==> config.mk <==
export PLATFORM = sky130hd
export DESIGN_NAME = branch_stall_controller_flat
export DESIGN_NICKNAME = d
export VERILOG_FILES = /design/src/rtl/branch_stall_controller_if.sv /design/src/rtl/branch_stall_controller.sv /design/src/flat_wrapper.sv
export SDC_FILE = /design/constraint.sdc
export NUM_CORES = 1
export LEC_CHECK = 0
export ABC_AREA = 1
export ABC_CLOCK_PERIOD_IN_PS = 3230
export CAP_MARGIN = 40
export CORE_ASPECT_RATIO = 2
export CORE_MARGIN = 1.5
export CORE_UTILIZATION = 45
export CTS_BUF_LIST = sky130_fd_sc_hd__clkbuf_4
export DETAILED_ROUTE_END_ITERATION = 16
export PLACE_DENSITY_LB_ADDON = 0.1
export SKIP_CTS_REPAIR_TIMING = 1
export SYNTH_ARGS = -nofsm -noshare
export SYNTH_HDL_FRONTEND = slang
export SYNTH_SLANG_ARGS = --single-unit
==> constraint.sdc <==
create_clock -name clk -period 3.23 [get_ports clk]
set_clock_uncertainty 0.15 [all_clocks]
set_input_delay 0.323 -clock clk [delete_from_list [all_inputs] [get_ports clk]]
set_output_delay 0.323 -clock clk [all_outputs]
set_load 0.02 [all_outputs]
==> src/rtl/branch_stall_controller_if.sv <==
// ID-stage hazard inputs and pipeline-register control outputs of the
// branch stall controller, grouped for the pipeline top and the bench.
interface branch_stall_controller_if #(
    parameter int CNT_W = 16
);
    logic [1:0]       Branch;
    logic             BranchTaken;
    logic [4:0]       IF_ID_RegisterRs;
    logic [4:0]       IF_ID_RegisterRt;
    logic             ID_EX_RegWrite;
    logic             ID_EX_MemRead;
    logic [4:0]       ID_EX_RegisterRd;
    logic             EX_MEM_MemRead;
    logic [4:0]       EX_MEM_RegisterRd;
    logic             PCWrite;
    logic             IF_ID_Write;
    logic             ID_EX_Bubble;
    logic             IF_ID_Flush;
    logic             StallActive;
    logic [CNT_W-1:0] StallCycles;

    // pipeline / decode side: supplies hazard info, consumes controls
    modport master (
        output Branch, BranchTaken, IF_ID_RegisterRs, IF_ID_RegisterRt,
               ID_EX_RegWrite, ID_EX_MemRead, ID_EX_RegisterRd,
               EX_MEM_MemRead, EX_MEM_RegisterRd,
        input  PCWrite, IF_ID_Write, ID_EX_Bubble, IF_ID_Flush,
               StallActive, StallCycles
    );

    // controller side
    modport slave (
        input  Branch, BranchTaken, IF_ID_RegisterRs, IF_ID_RegisterRt,
               ID_EX_RegWrite, ID_EX_MemRead, ID_EX_RegisterRd,
               EX_MEM_MemRead, EX_MEM_RegisterRd,
        output PCWrite, IF_ID_Write, ID_EX_Bubble, IF_ID_Flush,
               StallActive, StallCycles
    );
endinterface

==> src/rtl/branch_stall_controller.sv <==
// Stall sequencer for the ID-stage branch path: holds PC and IF/ID and
// bubbles ID/EX until a branch operand reaches a forwardable stage, covers
// the ordinary load-use stall and flushes IF/ID on a resolved taken branch.
module branch_stall_controller #(
    parameter int ALU_BR_STALLS = 1,
    parameter int LD_BR_STALLS  = 2,
    parameter int CNT_W         = 16
) (
    input  logic                     clk,
    input  logic                     rst_n,
    branch_stall_controller_if.slave bus
);
    typedef enum logic {IDLE, STALL} state_t;

    localparam logic [1:0]       LD_N     = 2'(LD_BR_STALLS);
    localparam logic [1:0]       ALU_N    = 2'(ALU_BR_STALLS);
    localparam logic [CNT_W-1:0] CNT_MAX  = '1;

    state_t           state;
    logic [1:0]       cnt;
    logic [1:0]       need;
    logic             stall;
    logic             is_br;
    logic             m_ex;
    logic             m_mem;
    logic [CNT_W-1:0] stall_cycles;

    // $0 is hardwired zero, so it is never a real dependency
    function automatic logic match(input logic [4:0] x, input logic [4:0] rs,
                                   input logic [4:0] rt);
        return (x != 5'd0) && ((x == rs) || (x == rt));
    endfunction

    assign is_br = (bus.Branch != 2'b00);
    assign m_ex  = match(bus.ID_EX_RegisterRd, bus.IF_ID_RegisterRs, bus.IF_ID_RegisterRt);
    assign m_mem = match(bus.EX_MEM_RegisterRd, bus.IF_ID_RegisterRs, bus.IF_ID_RegisterRt);

    // stall cycles required by the instruction in ID, highest priority first
    always_comb begin
        need = 2'd0;
        if (is_br && bus.ID_EX_MemRead && m_ex)
            need = LD_N;
        else if (is_br && bus.ID_EX_RegWrite && m_ex)
            need = ALU_N;
        else if (is_br && bus.EX_MEM_MemRead && m_mem)
            need = 2'd1;
        else if (!is_br && bus.ID_EX_MemRead && m_ex)
            need = 2'd1;
    end

    // first stall cycle is combinational; later ones come from STALL state.
    // Reset forces the outputs to the free-running values.
    assign stall = rst_n && ((state == STALL) || (need != 2'd0));

    assign bus.StallActive  = stall;
    assign bus.PCWrite      = !stall;
    assign bus.IF_ID_Write  = !stall;
    assign bus.ID_EX_Bubble = stall;
    assign bus.IF_ID_Flush  = rst_n && is_br && bus.BranchTaken && !stall;
    assign bus.StallCycles  = stall_cycles;

    // multi-cycle stall sequencing; hazard inputs ignored once in STALL
    always_ff @(posedge clk or negedge rst_n) begin
        if (!rst_n) begin
            state <= IDLE;
            cnt   <= 2'd0;
        end else begin
            case (state)
                IDLE: begin
                    if (need > 2'd1) begin
                        cnt   <= need - 2'd1;
                        state <= STALL;
                    end
                end
                STALL: begin
                    cnt <= cnt - 2'd1;
                    if (cnt == 2'd1)
                        state <= IDLE;
                end
                default: begin
                    state <= IDLE;
                    cnt   <= 2'd0;
                end
            endcase
        end
    end

    // saturating count of stall cycles since reset
    always_ff @(posedge clk or negedge rst_n) begin
        if (!rst_n)
            stall_cycles <= '0;
        else if (stall && (stall_cycles != CNT_MAX))
            stall_cycles <= stall_cycles + CNT_W'(1);
    end
endmodule

==> src/flat_wrapper.sv <==
// flat-port wrapper written by rule: the top's interface ports become plain ports
module branch_stall_controller_flat 
#(
    parameter int ALU_BR_STALLS = 1,
    parameter int LD_BR_STALLS  = 2,
    parameter int CNT_W         = 16
)
  (clk, rst_n, bus_Branch, bus_BranchTaken, bus_IF_ID_RegisterRs, bus_IF_ID_RegisterRt, bus_ID_EX_RegWrite, bus_ID_EX_MemRead, bus_ID_EX_RegisterRd, bus_EX_MEM_MemRead, bus_EX_MEM_RegisterRd, bus_PCWrite, bus_IF_ID_Write, bus_ID_EX_Bubble, bus_IF_ID_Flush, bus_StallActive, bus_StallCycles);
  branch_stall_controller_if #(.CNT_W(CNT_W)) bus_i ();
  input  logic clk;
  input  logic rst_n;
  input wire logic [$bits(bus_i.Branch)-1:0] bus_Branch;
  input wire logic [$bits(bus_i.BranchTaken)-1:0] bus_BranchTaken;
  input wire logic [$bits(bus_i.IF_ID_RegisterRs)-1:0] bus_IF_ID_RegisterRs;
  input wire logic [$bits(bus_i.IF_ID_RegisterRt)-1:0] bus_IF_ID_RegisterRt;
  input wire logic [$bits(bus_i.ID_EX_RegWrite)-1:0] bus_ID_EX_RegWrite;
  input wire logic [$bits(bus_i.ID_EX_MemRead)-1:0] bus_ID_EX_MemRead;
  input wire logic [$bits(bus_i.ID_EX_RegisterRd)-1:0] bus_ID_EX_RegisterRd;
  input wire logic [$bits(bus_i.EX_MEM_MemRead)-1:0] bus_EX_MEM_MemRead;
  input wire logic [$bits(bus_i.EX_MEM_RegisterRd)-1:0] bus_EX_MEM_RegisterRd;
  output wire logic [$bits(bus_i.PCWrite)-1:0] bus_PCWrite;
  output wire logic [$bits(bus_i.IF_ID_Write)-1:0] bus_IF_ID_Write;
  output wire logic [$bits(bus_i.ID_EX_Bubble)-1:0] bus_ID_EX_Bubble;
  output wire logic [$bits(bus_i.IF_ID_Flush)-1:0] bus_IF_ID_Flush;
  output wire logic [$bits(bus_i.StallActive)-1:0] bus_StallActive;
  output wire logic [$bits(bus_i.StallCycles)-1:0] bus_StallCycles;
  assign bus_i.Branch = bus_Branch;
  assign bus_i.BranchTaken = bus_BranchTaken;
  assign bus_i.IF_ID_RegisterRs = bus_IF_ID_RegisterRs;
  assign bus_i.IF_ID_RegisterRt = bus_IF_ID_RegisterRt;
  assign bus_i.ID_EX_RegWrite = bus_ID_EX_RegWrite;
  assign bus_i.ID_EX_MemRead = bus_ID_EX_MemRead;
  assign bus_i.ID_EX_RegisterRd = bus_ID_EX_RegisterRd;
  assign bus_i.EX_MEM_MemRead = bus_EX_MEM_MemRead;
  assign bus_i.EX_MEM_RegisterRd = bus_EX_MEM_RegisterRd;
  assign bus_PCWrite = bus_i.PCWrite;
  assign bus_IF_ID_Write = bus_i.IF_ID_Write;
  assign bus_ID_EX_Bubble = bus_i.ID_EX_Bubble;
  assign bus_IF_ID_Flush = bus_i.IF_ID_Flush;
  assign bus_StallActive = bus_i.StallActive;
  assign bus_StallCycles = bus_i.StallCycles;
  branch_stall_controller #(.ALU_BR_STALLS(ALU_BR_STALLS), .LD_BR_STALLS(LD_BR_STALLS), .CNT_W(CNT_W)) u_core (.clk(clk), .rst_n(rst_n), .bus(bus_i));
endmodule
==> results of run 1 <==
==> layer usage <==
| layer | wire length [um] | vias to the layer above |
|---|---|---|
| met4 | 156 | 0 |
| met3 | 172 | 13 |
| met1 | 1470 | 743 |
| met5 | 0 | - |
| li1 | - | 832 |
| met2 | 2370 | 48 |
==> report_power, final <==
| part | leakage (nW) | internal [W] | switching [W] | total (W) |
|---|---|---|---|---|
| clock network | 0.0184 | 0.0000568 | 0.0000782 | 0.000135 |
| logic | 0.782 | 0.000169 | 0.000217 | 0.000386 |
| registers | 0.256 | 0.000277 | 0.0000439 | 0.000321 |
==> per-stage QoR <==
step	cell area (um^2)	std cells
floorplan	1610	234
detailed placement	2090	325
finish	2120	329
global placement	2090	325
global route	2120	329
CTS	2120	329
==> cell usage after synthesis <==
cell type	instances	share of area [%]
ha_1	2	1.6
xnor2_1	12	6.5
clkbuf_4	1	0.47
inv_1	26	6.1
nand2_2	3	1.2
dfrtp_1	19	30
a21oi_1	1	0.31
buf_4	4	1.9
nand2_1	77	18
nand3_2	3	1.9
nor2_1	23	5.4
nor2_2	2	0.78
nand3_1	16	5.0
nor3_1	2	0.62
buf_6	2	1.4
o21ai_0	3	0.93
xor2_1	12	6.5
buf_12	1	1.2
nor3_2	2	1.2
nand4_2	2	1.6
nand4_1	15	5.8
nand2_4	1	0.70
inv_2	4	0.93
nor4_1	1	0.39
==> flip-flops by register name, summed over array words and instances, names as in the netlist <==
register                count
u_core.bus.StallCycles     16
u_core.state                1
u_core.cnt                  2
==> worst max path at each step <==
stage                                  from          endpoint  slack [ns]  cells past startpoint
detailed placement  bus_ID_EX_RegisterRd[0]  bus_ID_EX_Bubble        0.31                     14
CTS                 bus_ID_EX_RegisterRd[0]  bus_ID_EX_Bubble        0.31                     14
global placement    bus_ID_EX_RegisterRd[1]  bus_ID_EX_Bubble        0.35                     14
floorplan           bus_ID_EX_RegisterRd[3]   bus_StallActive        1.12                     15
global route        bus_ID_EX_RegisterRd[0]  bus_ID_EX_Bubble        0.16                     14
finish              bus_ID_EX_RegisterRd[1]  bus_ID_EX_Bubble        0.35                     14
==> worst register-to-register path: stages, from the launching register on <==
cell and delay, ns:
dfrtp_1 0.44, ha_1 0.27, nand3_2 0.13, nor2_2 0.23
nand4_2 0.42, nand3_2 0.43, nand2_1 0.09, nand2_1 0.07
==> kinds of logic after synthesis <==
kind of cell / Yosys count
adders and majority gates: 2
DFF: 19
AOI/OAI and AO/OA: 4
xor gates and xnor gates: 24
buffers and inverters: 38
and+or+nand+nor: 147
==> final cells by class <==
type | instances | area, um^2 | area share (%)
flip-flops and latches | 19 | 475 | 22.4
well taps | 48 | 60.1 | 2.83
repair buffers | 51 | 503 | 23.7
multi-input cells | 177 | 938 | 44.3
inverters | 30 | 113 | 5.31
clock buffers | 4 | 30.0 | 1.42
==> summary.txt, run 1 <==
Placement
  • Gpl congestion: 0.784
  • Post-DP HPWL: 3.34 mm
  • PortBufs: 48
  • Setup Slack @ Placement: 0.313 ns

Pwr
  • Final Total Pwr: 0.000842 W
  • LEAKAGE: 1.06 nW
  • Max VDD drop: 0.314 mV
  • Pwr/cell area: 397 mW/mm^2

Detailed routing
  • Post-route DRC: 0
  • Initial DRC count: 43
  • ANT nets after route: 0
  • DR WL/cell: 12.7 um
  • First-pass detailed-route iteration total: 4
  • Vias/cell: 4.97
  • Total Wirelength: 4.17 mm
  • Routed via count: 1636

Yosys
  • Yosys reg bits: 19
  • Post-Synth Adder-Cell Area: 1.56%
  • Cell count after synthesis: 234
  • Synth unique cells: 24
  • Synthesized area: 0.00161 mm^2
  • Avg Cell Area, Syn: 6.87 um^2
  • Synth Area in Compound Gates: 1.25%
  • Mux cell area share after synthesis: 0%
  • Register area share after synthesis: 29.6%
  • Synth Net Count: 264
  • Synth Warn #: 0
  • Main combinational cell family by area after synthesis: simple AND/OR/NAND/NOR gates
  • Xor/xnor share of the synthesized area: 13.1%
  • Post-synthesis simple-gate area fraction: 42.5%

Timing
  • Hold slack: 0.153 ns
  • Min Tclk post-route: 2.88 ns
  • Final Max Tran Viols: 0
  • Period utilisation layout: 89.1%
  • Fin Setup TNS: 0 ns
  • Tightest Pin Transition: 0.454 ns
  • Finish-stage setup viols: 0
  • Slew HR: 69.7%
  • Achievable Freq: 348 MHz
  • RSZ-0062 raised after global routing: no
  • Final Hold Viols: 0
  • Final worst slack: 0.353 ns

GRT
  • First-pass GRT wire length: 6.61 mm
  • Gr usage total: 22.3%
  • Gr busiest metal: met2
  • Met3 usage: 1.66%
  • Met2 GRT Util: 43.2%
  • Pin count of the biggest net entering global routing: 22
  • Initial antenna violation count: 0
  • Vias in the first global route: 1564
  • Met1 global-route usage: 21.5%
  • Remaining global-route overflow: 0

Floorplanning
  • Die Ht: 87.5 um
  • Die ar.: 0.00396 mm^2
  • Core Box Area: 0.00342 mm^2
  • Die Wd: 45.3 um
  • Cell row count: 30
  • I/O Pins: 49
  • Initial core utilization: 47.0%

Final layout
  • Layout Utilization: 62.1%
  • Commonest non-fill, non-tap cell in the layout: nand2_1
  • Nets: 312
  • Layout filler cell count: 337
  • Antenna Cells: 0
  • Layout area overhead: 31.9%
  • Share of cells above drive strength 1: 8.54%
  • Most frequent cells in the layout: nand2_1 (77), clkdlybuf4s50_1 (48), inv_1 (26)

Critical path
  • Critical R2R Capture: u_core.bus.StallCycles[13]
  • Worst-case reg-to-reg path depth: 7
  • Reg-to-reg critical path startpoint: u_core.bus.StallCycles[0]
  • Crit-path cells: clkdlybuf4s50_1 -> inv_2 -> nand2_1 -> nand2_1 -> nor2_1 -> nand3_1 -> nand2_2 -> nand3_2 -> nand2_2 -> inv_2 -> nand2_4 -> nand2_2 -> inv_1 -> clkdlybuf4s50_1
  • Flop2flop setup slack: 0.94 ns
  • Critical path capture point type: output pin
  • Startpoint Class: input pin
  • CP most frequent cell: nand2_2
  • Worst path buffer plus inverter count: 5
  • Crit path DAT: 2.40 ns
  • CP max-delay cell: clkdlybuf4s50_1
  • Critical Path RT: 2.76 ns
  • Cell family with most CP delay: buffers and inverters
  • Crit-path max FO: 9
  • CP peak stage delay: 0.60 ns
  • CP Class: input pin to output pin

Clock network
  • Num CTS Buffers: 3
  • Clock transition at the registers of the reported paths: 0.11 ns
  • H-tree levels: 1
  • CTS tree: built
  • Clock sinks: 19
  • Clk_lat worst skew: 0.31 ns
  • CTS max path bufs: 2
  • Clk root buf: clkbuf_4

Status
  • Status: finished, final reports clean

Min path
  • Hold crit path type: input pin to asynchronous set/reset pin

Run
  • Max Cap Viol: 0
Power figures use the tool's default switching activity.
==> run 2, diff against run 1 <==
--- a/config.mk
+++ b/config.mk
@@ -12,6 +12,7 @@
 export CORE_MARGIN = 1.5
 export CORE_UTILIZATION = 45
 export CTS_BUF_LIST = sky130_fd_sc_hd__clkbuf_4
+export CTS_CLUSTER_DIAMETER = 50
 export DETAILED_ROUTE_END_ITERATION = 16
 export PLACE_DENSITY_LB_ADDON = 0.1
 export SKIP_CTS_REPAIR_TIMING = 1
==> results of run 2 <==
Final layout, timing and power as in run 1 (identical DEF).
==> run 3, diff against run 2 <==
--- a/config.mk
+++ b/config.mk
@@ -6,10 +6,10 @@
 export NUM_CORES = 1
 export LEC_CHECK = 0
 export ABC_AREA = 1
-export ABC_CLOCK_PERIOD_IN_PS = 3230
+export ABC_CLOCK_PERIOD_IN_PS = 2690
 export CAP_MARGIN = 40
 export CORE_ASPECT_RATIO = 2
-export CORE_MARGIN = 1.5
+export CORE_MARGIN = 5
 export CORE_UTILIZATION = 45
 export CTS_BUF_LIST = sky130_fd_sc_hd__clkbuf_4
 export CTS_CLUSTER_DIAMETER = 50
==> constraint.sdc (replaced) <==
create_clock -name clk -period 2.69 [get_ports clk]
set_clock_uncertainty 0.15 [all_clocks]
set_input_delay 0.269 -clock clk [delete_from_list [all_inputs] [get_ports clk]]
set_output_delay 0.269 -clock clk [all_outputs]
set_load 0.02 [all_outputs]
==> summary.txt, run 3 (synthesis results as in run 1) <==
Critical path
  • Worst path buffer plus inverter count: 5 (unchanged)
  • Crit-path cells: clkdlybuf4s50_1 -> buf_4 -> nand2_1 -> nand2_1 -> nor2_1 -> nand3_1 -> nand2_2 -> nand3_2 -> nand2_2 -> inv_2 -> nand2_4 -> nand2_2 -> buf_4 -> dlymetal6s2s_1
  • Startpoint Class: input pin
  • Critical R2R Capture: u_core.bus.StallCycles[13]
  • CP most frequent cell: nand2_2
  • Crit-path max FO: 4 (-5)
  • Cell family with most CP delay: buffers and inverters
  • Critical path capture point type: output pin
  • Critical Path RT: 2.27 ns (-0.49 ns)
  • Worst-case reg-to-reg path depth: 7 (unchanged)
  • Reg-to-reg critical path startpoint: u_core.bus.StallCycles[0]
  • CP peak stage delay: 0.46 ns (-0.14 ns)
  • Crit path DAT: 1.96 ns (-0.44 ns)
  • CP Class: input pin to output pin
  • Flop2flop setup slack: 0.67 ns (-0.27 ns)
  • CP max-delay cell: clkdlybuf4s50_1

Final layout
  • Most frequent cells in the layout: nand2_1 (77), clkdlybuf4s50_1 (43), inv_1 (26)
  • Share of cells above drive strength 1: 12.0% (+3.4 points)
  • Antenna Cells: 0 (unchanged)
  • Commonest non-fill, non-tap cell in the layout: nand2_1
  • Nets: 323 (+3.5%)
  • Final Cell Area: 0.00221 mm^2 (+4.5%)
  • Layout area overhead: 37.9%
  • Max reg flops: 16 (unchanged)

Detailed routing
  • Initial DRC count: 39 (-9.3%)
  • Post-route DRC: 0 (unchanged)
  • Routed via count: 1674 (+2.3%)
  • Vias/cell: 4.92 (-0.99%)
  • First-pass detailed-route iteration total: 5 (+1)
  • ANT nets after route: 0 (unchanged)
  • DR WL/cell: 13.3 um (+5.2%)
  • Total Wirelength: 4.54 mm (+8.7%)

Placement
  • Gpl congestion: 0.910 (+16%)
  • Post-DP Area: 0.00217 mm^2 (+4.0%)
  • PortBufs: 48 (unchanged)
  • Post-DP HPWL: 3.63 mm (+8.8%)

Run
  • Max Cap Viol: 0 (unchanged)

Timing
  • Final Hold Viols: 0 (unchanged)
  • Slew HR: 75.5% (+5.8 points)
  • Min Tclk post-route: 2.37 ns
  • Tightest Pin Transition: 0.365 ns (-0.0890 ns)
  • RSZ-0062 raised after global routing: no
  • Final Max Tran Viols: 0 (unchanged)
  • Finish-stage setup viols: 0 (unchanged)
  • Period utilisation layout: 88.3%
  • Achievable Freq: 421 MHz
  • Hold slack: 0.271 ns (+0.118 ns)

GRT
  • Pin count of the biggest net entering global routing: 25 (+14%)
  • Initial antenna violation count: 0 (unchanged)
  • Vias in the first global route: 1583 (+1.2%)
  • Remaining global-route overflow: 0 (unchanged)
  • Gr usage total: 19.5% (-2.8 points)
  • First-pass GRT wire length: 7.36 mm (+11%)

Floorplanning
  • Die Wd: 52.3 um (+15%)
  • I/O Pins: 49 (unchanged)
  • Die Ht: 94.5 um (+8.0%)
  • Core Box Area: 0.00342 mm^2 (unchanged)
  • Initial core utilization: 47.0% (unchanged)
  • Cell row count: 30 (unchanged)
  • Die ar.: 0.00494 mm^2 (+25%)

Clock network
  • Clk_lat worst skew: 0.32 ns (about the same)
  • Clk root buf: clkbuf_4
  • Num CTS Buffers: 3 (unchanged)
  • CTS max path bufs: 2 (unchanged)
  • H-tree levels: 1 (unchanged)
  • Clock sinks: 19 (unchanged)
  • CTS tree: built
  • Clock transition at the registers of the reported paths: 0.12 ns (about the same)

Status
  • Status: finished, final reports clean

Pwr
  • LEAKAGE: 1.16 nW (+9.5%)
  • Pwr/cell area: 473 mW/mm^2 (+19%)
  • Max VDD drop: 0.435 mV (+39%)

Min path
  • Hold crit path type: input pin to asynchronous set/reset pin
-- run 3: changes by cell type in the layout (fill, tap and decap cells not counted), sizes merged --
cell	change
buf	+11
clkbuf	-1
clkdlybuf4s50	-5
clkinvlp	+1
dlymetal6s2s	+5
-- run 3: final cells by class --
class,count,area (um^2)
multi-input cells,177,938
inverters,30,113
flip-flops and latches,19,475
clock inverters,1,7.51
well taps,48,60.1
fillers,311,1200
clock buffers,3,22.5
repair buffers,62,598
-- run 3: power by group --
group	switching [W]	internal (W)	total (W)
Sequential	0.0000546	0.000332	0.000387
Combinational	0.000271	0.000233	0.000504
Clock	0.000101	0.0000569	0.000158
-- run 3: per-layer routing --
| layer | part of all wire [%] | GRT usage [%] |
|---|---|---|
| met1 | 35 | 20.1 |
| met2 | 55 | 37.8 |
| met3 | 6.1 | 2.69 |
| met4 | 4.5 | 7.25 |
| met5 | 0 | 0 |
-- run 3: how the worst max path moves through the flow --
stage,start,end,cells after the start
detailed placement,bus_EX_MEM_RegisterRd[3],bus_IF_ID_Flush,11
CTS,bus_EX_MEM_RegisterRd[3],bus_IF_ID_Flush,11
global placement,bus_EX_MEM_RegisterRd[3],bus_IF_ID_Flush,11
finish,bus_ID_EX_RegisterRd[1],bus_PCWrite,14
global route,bus_ID_EX_RegisterRd[0],bus_PCWrite,14
floorplan,bus_ID_EX_RegisterRd[3],bus_StallActive,15
-- run 3: per-stage QoR --
stage | total power [W] | setup WS, ns | utilization [%] | instances | setup TNS [ns]
after floorplan | 0.000707 | 0.687 | - | 234 | 0
after global placement | 0.000893 | -0.0686 | 63.6 | 336 | -0.227
after detailed placement | 0.000901 | -0.0492 | 63.6 | 336 | -0.204
after CTS | 0.00105 | -0.0530 | 64.5 | 340 | -0.238
after global routing | 0.00112 | 0.169 | 64.8 | 340 | 0
final | 0.00105 | 0.315 | 64.8 | 340 | 0
